### src/rtl/inst_decode_stage.sv
// RV32I decode stage: fetches the word at the fetch PC over a valid handshake with a
// bounded wait, then registers decoded fields/controls and pulses ID_kick_up to execute.
module inst_decode_stage #(
  parameter int unsigned MEM_TIMEOUT = 16,
  parameter int unsigned CNT_W       = 5
) (
  input  logic        clk,
  input  logic        reset,
  input  logic        IF_kick_up,
  input  logic [31:0] inst_mem_read_addr,
  input  logic [31:0] inst_mem_rdata,
  input  logic        inst_mem_valid,
  output logic        inst_mem_req,
  output logic        ID_kick_up,
  output logic [31:0] id_pc,
  output logic [4:0]  rs1,
  output logic [4:0]  rs2,
  output logic [4:0]  rd,
  output logic [31:0] imme,
  output logic        Controller_branch,
  output logic        alu_src_imm,
  output logic        reg_write,
  output logic        mem_read,
  output logic        mem_write,
  output logic [3:0]  alu_op,
  output logic        illegal_inst,
  output logic        mem_timeout
);

  typedef enum logic [1:0] {StIdle, StWaitMem, StDecode} state_e;

  localparam logic [CNT_W-1:0] TimeoutLast = CNT_W'(MEM_TIMEOUT - 1);
  localparam logic [31:0]      NopInst     = 32'h0000_0013;

  localparam logic [6:0] OpR      = 7'b0110011;
  localparam logic [6:0] OpImm    = 7'b0010011;
  localparam logic [6:0] OpLoad   = 7'b0000011;
  localparam logic [6:0] OpStore  = 7'b0100011;
  localparam logic [6:0] OpBranch = 7'b1100011;
  localparam logic [6:0] OpLui    = 7'b0110111;

  state_e           state_q, state_d;
  logic [CNT_W-1:0] cnt_q, cnt_d;
  logic             capture;
  logic             timeout_hit;
  logic [31:0]      inst_word;

  logic [4:0]  dec_rs1, dec_rs2, dec_rd;
  logic [31:0] dec_imme;
  logic        dec_branch, dec_alu_src_imm, dec_reg_write, dec_mem_read, dec_mem_write;
  logic [3:0]  dec_alu_op;
  logic        dec_illegal;

  assign inst_mem_req = (state_q == StWaitMem);
  assign ID_kick_up   = (state_q == StDecode);

  always_comb begin
    state_d     = state_q;
    cnt_d       = cnt_q;
    capture     = 1'b0;
    timeout_hit = 1'b0;
    case (state_q)
      StIdle: begin
        if (IF_kick_up) begin
          state_d = StWaitMem;
          cnt_d   = '0;
        end
      end
      StWaitMem: begin
        // valid in the final allowed cycle still counts as a normal response
        if (inst_mem_valid) begin
          capture = 1'b1;
          state_d = StDecode;
        end else if (cnt_q == TimeoutLast) begin
          capture     = 1'b1;
          timeout_hit = 1'b1;
          cnt_d       = cnt_q + 1'b1;
          state_d     = StDecode;
        end else begin
          cnt_d = cnt_q + 1'b1;
        end
      end
      StDecode: state_d = StIdle;
      default:  state_d = StIdle;
    endcase
  end

  assign inst_word = timeout_hit ? NopInst : inst_mem_rdata;

  always_comb begin
    dec_rs1         = '0;
    dec_rs2         = '0;
    dec_rd          = '0;
    dec_imme        = '0;
    dec_branch      = 1'b0;
    dec_alu_src_imm = 1'b0;
    dec_reg_write   = 1'b0;
    dec_mem_read    = 1'b0;
    dec_mem_write   = 1'b0;
    dec_alu_op      = '0;
    dec_illegal     = 1'b0;
    case (inst_word[6:0])
      OpR: begin
        dec_rs1       = inst_word[19:15];
        dec_rs2       = inst_word[24:20];
        dec_rd        = inst_word[11:7];
        dec_reg_write = 1'b1;
        dec_alu_op    = {inst_word[30], inst_word[14:12]};
      end
      OpImm, OpLoad: begin
        dec_rs1         = inst_word[19:15];
        dec_rd          = inst_word[11:7];
        dec_imme        = {{20{inst_word[31]}}, inst_word[31:20]};
        dec_reg_write   = 1'b1;
        dec_alu_src_imm = 1'b1;
        dec_mem_read    = (inst_word[6:0] == OpLoad);
        dec_alu_op      = {1'b0, inst_word[14:12]};
      end
      OpStore: begin
        dec_rs1         = inst_word[19:15];
        dec_rs2         = inst_word[24:20];
        dec_imme        = {{20{inst_word[31]}}, inst_word[31:25], inst_word[11:7]};
        dec_mem_write   = 1'b1;
        dec_alu_src_imm = 1'b1;
        dec_alu_op      = {1'b0, inst_word[14:12]};
      end
      OpBranch: begin
        if (inst_word[14:12] == 3'b000) begin
          dec_rs1    = inst_word[19:15];
          dec_rs2    = inst_word[24:20];
          // offset kept in halfword units: bit 0 of the byte offset is implicit
          dec_imme   = {{20{inst_word[31]}}, inst_word[31], inst_word[7],
                        inst_word[30:25], inst_word[11:8]};
          dec_branch = 1'b1;
        end else begin
          dec_illegal = 1'b1;
        end
      end
      OpLui: begin
        dec_rd          = inst_word[11:7];
        dec_imme        = {inst_word[31:12], 12'b0};
        dec_reg_write   = 1'b1;
        dec_alu_src_imm = 1'b1;
      end
      default: dec_illegal = 1'b1;
    endcase
  end

  always_ff @(posedge clk) begin
    if (!reset) begin
      state_q           <= StIdle;
      cnt_q             <= '0;
      id_pc             <= '0;
      rs1               <= '0;
      rs2               <= '0;
      rd                <= '0;
      imme              <= '0;
      Controller_branch <= 1'b0;
      alu_src_imm       <= 1'b0;
      reg_write         <= 1'b0;
      mem_read          <= 1'b0;
      mem_write         <= 1'b0;
      alu_op            <= '0;
      illegal_inst      <= 1'b0;
      mem_timeout       <= 1'b0;
    end else begin
      state_q <= state_d;
      cnt_q   <= cnt_d;
      if (state_q == StIdle && IF_kick_up) begin
        id_pc <= inst_mem_read_addr;
      end
      if (capture) begin
        rs1               <= dec_rs1;
        rs2               <= dec_rs2;
        rd                <= dec_rd;
        imme              <= dec_imme;
        Controller_branch <= dec_branch;
        alu_src_imm       <= dec_alu_src_imm;
        reg_write         <= dec_reg_write;
        mem_read          <= dec_mem_read;
        mem_write         <= dec_mem_write;
        alu_op            <= dec_alu_op;
        if (dec_illegal) begin
          illegal_inst <= 1'b1;
        end
      end
      if (timeout_hit) begin
        mem_timeout <= 1'b1;
      end
    end
  end

endmodule
### config.mk
export PLATFORM = sky130hd
export DESIGN_NAME = inst_decode_stage
export DESIGN_NICKNAME = d
export VERILOG_FILES = /design/src/rtl/inst_decode_stage.sv
export SDC_FILE = /design/constraint.sdc
export NUM_CORES = 1
export LEC_CHECK = 0
export ABC_AREA = 1
export BUFFER_PORTS_ARGS = -buffer_cell sky130_fd_sc_hd__buf_2
export CAP_MARGIN = 0
export CORE_MARGIN = 5
export CORE_UTILIZATION = 37
export DETAILED_ROUTE_END_ITERATION = 8
export PLACE_DENSITY = 0.65
export RECOVER_POWER = 100
export SLEW_MARGIN = 20
export SYNTH_ARGS = -nofsm -noshare
export SYNTH_HDL_FRONTEND = slang
export SYNTH_SLANG_ARGS = --single-unit
### constraint.sdc
create_clock -name clk -period 4.95 [get_ports clk]
set_input_delay 0.2475 -clock clk [delete_from_list [all_inputs] [get_ports clk]]
set_output_delay 0.2475 -clock clk [all_outputs]
set_load 0.005 [all_outputs]
### Word-level counts from Yosys, hierarchy flattened

Index checks and enable logic that the tools add are counted.

| cells by class | value |
|---|---|
| add/subtract/negate cells | 1 |
| equal/unequal tests | 12 |
| multiplexer cells | 29 |
| reduce and logical (&&, ||, !) cells | 14 |

Operators with widths:

| kind | count |
|---|---|
| $pmux W32 S4 | 1 |
| $mux W32 | 2 |
| $pmux W5 S2 | 3 |
| $mux W5 | 5 |
| $eq A7 B6 Y1 const B | 3 |
| $mux W1 | 12 |
| $reduce_or A4 Y1 | 3 |
| $pmux W4 S2 | 1 |
| $eq A7 B2 Y1 const B | 1 |
| $eq A7 B5 Y1 const B | 1 |
| $eq A7 B7 Y1 const B | 1 |
| $mux W2 | 3 |
| $add A5 B1 Y5 const B | 1 |
| $eq A5 B4 Y1 const B | 1 |
| $reduce_or A5 Y1 | 1 |
| $ne A2 B2 Y1 const B | 2 |
| $pmux W2 S2 | 1 |
| $reduce_and A2 Y1 | 2 |
| $reduce_or A2 Y1 | 2 |
| $logic_not A3 Y1 | 1 |
| $ne A3 B2 Y1 const B | 1 |
| $reduce_and A3 Y1 | 1 |
| $reduce_or A3 Y1 | 1 |
| $eq A2 B1 Y1 const B | 1 |
| other kinds (5) | 5 |

| word-level totals | value |
|---|---|
| flip-flop bits (word level) | 97 |
| input bits | 68 |
| output and inout bits | 92 |

### Logic depth before layout (Yosys ltp)

| logic depth | value |
|---|---|
| depth in word-level cells | 9 |
| gate-level depth with buffers | 16 |

### Worst setup path before layout

Ideal clock, no wire load.

| timing path | value |
|---|---|
| path type | reg-to-reg |
| start point | register cnt_q[1] |
| end point | register imme[24] |
| library setup time | 138 ps |
| data arrival time | 1887 ps |
| required time | 4812 ps |
| path slack | 2925 ps |
| cell stages (with the launch flop) | 15 |
| clock period less this slack | 2025 ps |
| path through | dfxtp_1 > ha_1 > inv_1 > nor3_1 > ha_1 > inv_1 > nor2_2 > nand2_8 > nand3_2 > inv_1 > nand3_2 > nand2_1 > buf_4 > o21bai_1 > a21oi_1 |

| between the ends | value |
|---|---|
| word-level cells in the longest chain between the ends | 8 |

Ends and longest elaborated chain:

| item | RTL line | text |
|---|---|---|
| from (decl) | 43 | `logic [CNT_W-1:0] cnt_q, cnt_d;` |
| from (signal assigned) | 168 | `cnt_q <= cnt_d;` |
| $eq A5 B4 Y1 (*) | 74 | `end else if (cnt_q == TimeoutLast) begin` |
| $mux W1 (*) | 74 |  |
| $mux W1 | 71 | `if (inst_mem_valid) begin` |
| $mux W1 | 62 | `case (state_q)` |
| $mux W32 | 88 | `assign inst_word = timeout_hit ? NopInst : inst_mem_rdata;` |
| $eq A7 B2 Y1, or another cell as far along | 102 | `case (inst_word[6:0])` |
| $reduce_or A2 Y1 or $mux W32 (tied branches) | n/a |  |
| $pmux W32 S4 | 102 |  |
| to (signal assigned) | 176 | `imme <= dec_imme;` |
| to (decl) | 19 | `output logic [31:0] imme,` |

Every way passes the cells marked *; elsewhere a longest branch is shown, timed or not.
A chain may end at the register's enable or synchronous reset.

### Worst setup path in the final report

| timing path | value |
|---|---|
| start point | register cnt_q[1] |
| end point | register rd[4] |

| between the ends | value |
|---|---|
| word-level cells in the longest chain between the ends | 8 |

Ends and longest elaborated chain:

| item | RTL line | text |
|---|---|---|
| $eq A5 B4 Y1 (*) | 74 |  |
| $mux W1 (*) | 74 |  |
| $mux W1 | 71 |  |
| $mux W1 | 62 |  |
| $mux W32 | 88 |  |
| $eq A7 B2 Y1, or another cell as far along | 102 |  |
| $reduce_or A4 Y1 (no line) | n/a |  |
| $mux W5 | 102 |  |
| to (signal assigned) | 175 | `rd <= dec_rd;` |
| to (decl) | 18 | `output logic [4:0] rd,` |

Marked as above.

==> impl_metrics.csv <==
group,metric,value,unit
sta,fin_crit_sh,67.33,%
global_route,first_global_vias,4116,
detailed_routing,via_per_inst,4.822,
pwr,finalPower,1781,uW
setup_path,crit_slowest_cell,"nor2_2",
detailed_routing,wire_per_inst,14.44,um
sta,rsz0062_at_grt,"false",
floorplanning,ios,160,
layout,nNetsFinal,832,
logic_synthesis,yosysWarningCount,0,
sta,drv_slew,45,
layout,postLayoutCoreUtil,45.95,%
placement,port_buffers,159,
logic_synthesis,synth.most_common_cell,"nand2_1",
pwr,clockPowerShare,43.4,%
floorplanning,row_count,40,
sta,slew_headroom,-15.32,%
setup_path,critPathLaunchType,"register",
setup_path,cp_common_cell,"nand2_1",
layout,drive_above_1_share,18.12,%
pwr,p_int,1336,uW
detailed_routing,drc_errors,0,
global_route,grt_max_degree,71,
detailed_routing,vias,4407,
clock_tree,clkLatencyLatePin,350,ps
floorplanning,chipWidth,119.7,um
setup_path,worstPathMaxFanout,23,
logic_synthesis,synth_common_cells,"nand2_1 (135), nor2_1 (106), dfxtp_1 (97)",
sta,fin_crit,3333,ps
run,cap_violations,1,
sta,worst_slew_pin_slew,1730,ps
logic_synthesis,syn-instance-count,626,
logic_synthesis,synth.distinct_cells,34,
logic_synthesis,synth.top_cell.area_share,43.58,%
setup_path,rr_worst_depth,13,
setup_path,path_class,"register to register",
setup_path,cpPeakStageDelay,710,ps
detailed_routing,drt_iter0_markers,299,
clock_tree,clockRootBuffer,"clkbuf_16",
layout,area_growth_syn_to_layout,22.83,%
sta,setup_violations,0,
global_route,grt_pass1_wl,20830,um
clock_tree,cts-hold-fix-buffers,0,
pwr,switching_share,25.01,%
floorplanning,start_util,37.41,%
global_route,use_met2,28.32,%
setup_path,crit_path_end_kind,"register",
clock_tree,cts.sinks,97,
global_route,grt_busiest_layer,"met2",
floorplanning,dieArea,14340,um2
clock_tree,post_cts_buffers,0,
logic_synthesis,yosysTopAreaCell,"dfxtp_1",
logic_synthesis,synth_nets,696,
floorplanning,core-area,11910,um2
global_route,grt_antenna_before_repair,0,
layout,antenna_cells,0,
pwr,seq_power_share,46.4,%
logic_synthesis,synth_area,4456,um2
logic_synthesis,synth_area_per_cell,7.117,um2
status,violations,"max-capacitance violations, max-slew violations",
logic_synthesis,synth-async-reset-ratio,0,%
worst_hold_path,hold_path_depth,3,
logic_synthesis,yosysSeqAreaShare,43.58,%
pwr,powerDensity,325.5,nW/um2
clock_tree,cts_buffers,9,
layout,final.fill_count,1306,
logic_synthesis,synth_edf_count,0,
global_route,grt.total_usage,18.12,%
status,status,"finished, violations left",
placement,gp_congestion,0.8104,
pwr,pwr-share-comb,10.3,%
setup_path,critPathArrivalTime,3590,ps
detailed_routing,ant_nets,0,
floorplanning,die_h,119.7,um
detailed_routing,wl,13190,um
clock_tree,clkTransAtPathRegs,70,ps
pwr,peakVddDrop,0.1212,mV
worst_hold_path,min_path_type,"input pin to register",
clock_tree,cts_buffer_depth,2,
logic_synthesis,synth_flop_cell,"dfxtp_1",
logic_synthesis,yosys_register_bits,97,
sta,hold_viol,0,
logic_synthesis,synthTopCellsByArea,"dfxtp_1 (44%), nand2_1 (11%), nor2_1 (8.9%), nand3_1 (6.1%), a21oi_1 (5.7%)",
clock_tree,cts-resized-gates,0,
placement,hpwlAfterDp,9520,um
pwr,leakagePower,0.002612,uW
setup_path,path_cells,"ha_1 > inv_1 > nor3_1 > ha_1 > inv_1 > nor2_1 > nand2_1 > nand2_1 > nor2_2 > nand2_1 > nand3_1 > nand3_1 > a21oi_1",
pwr,power.switching,445.6,uW
global_route,grt_use_met3,4.524,%
global_route,grt_overflow,0,
clock_tree,ctsHtreeMaxLevel,3,
setup_path,crit_required,5210,ps
global_route,met1_usage,23.84,%
clock_tree,cts_tree,"built",
sta,final.setup.tns,0,ps
detailed_routing,detailedRoute.firstPassIterationCount,4,
sta,fin_skew,8.979,ps
sta,fmax,0.3000,GHz
==> cells by family after synthesis <==
kind of cell	after synthesis	synth area share, %
simple gates	318	30.83
compound gates	124	16.60
flops	97	43.58
buf+inv	84	8.228
fa+ha+maj	2	0.5616
xor+xnor	1	0.1966
==> power groups by stage <==
stage / clock [uW] / combinational [uW] / sequential, uW
detailed placement: 0 / 193 / 843
global placement: 0 / 193 / 842
floorplan: 0 / 102 / 846
global route: 826 / 207 / 829
CTS: 791 / 194 / 825
finish: 772 / 183 / 826
==> layout by cell type, fill, tap and decap left out, drive strengths merged <==
cell type and count:
clkinvlp 2, inv 42, ha 2, a211oi 3
nand4 5, nand3 56, o211ai 1, xor2 1
clkbuf 78, o21bai 20, o21ai 42, o31ai 1
dfxtp 97, buf 97, clkinv 4, nand2 142
nor2 111, nor3 4, a21oi 57, bufinv 2
==> per-stage QoR <==
| step | cells | cell area, um2 | hold slack, ps | setup WS [ps] |
|---|---|---|---|---|
| 6_report | 914 | 5473 | 146.3 | 1617 |
| 5_1_grt | 914 | 5473 | 151.0 | 1226 |
| 4_1_cts | 914 | 5614 | 135.6 | 2159 |
| 3_5_place_dp | 898 | 5286 | 448.7 | 2182 |
| 3_3_place_gp | 898 | 5286 | 443.4 | 2250 |
| 2_1_floorplan | 626 | 4456 | 348.4 | 2925 |
==> worst max-delay path: cells and delay by family (launching register included) <==
family | cells | cell delay, ps
and+or+nand+nor | 8 | 2200
adders and majority gates | 2 | 390
DFF | 1 | 330
AOI/OAI and AO/OA | 1 | 190
buffers and inverters | 2 | 140
==> final cells by class <==
type	count	area [um2]	area share (%)
inverters	44	165.2	3.018
well taps	147	183.9	3.361
repair buffers	165	747.0	13.65
clock inverters	6	88.84	1.623
multi-input cells	445	2107	38.50
flip-flops and latches	97	1942	35.48
clock buffers	10	239.0	4.367
==> flip-flops by register name (all words and copies together) (netlist names), 2 cells and up <==
name	count
imme	32
rs2	5
alu_op	4
cnt_q	5
state_q	2
rs1	5
rd	5
id_pc	32
==> worst paths after layout <==
path / startpoint / to / slack (ps)
hold / removal: inst_mem_read_addr[1] / id_pc[1]$_SDFFE_PN0P_ / 150
setup reg to reg: cnt_q[1]$_SDFFE_PN0P_ / rd[4]$_SDFFE_PN0P_ / 1620
hold reg to reg: illegal_inst$_SDFFE_PN0P_ / illegal_inst$_SDFFE_PN0P_ / 460
setup / recovery: cnt_q[1]$_SDFFE_PN0P_ / rd[4]$_SDFFE_PN0P_ / 1620
==> routing by layer <==
layer  share of wire [%]  wire length [um]
met5                   0                 0
met4                 1.7               227
met3                 7.1               931
met2                  45              5976
met1                  46              6059
Power figures use the tool's default switching activity.
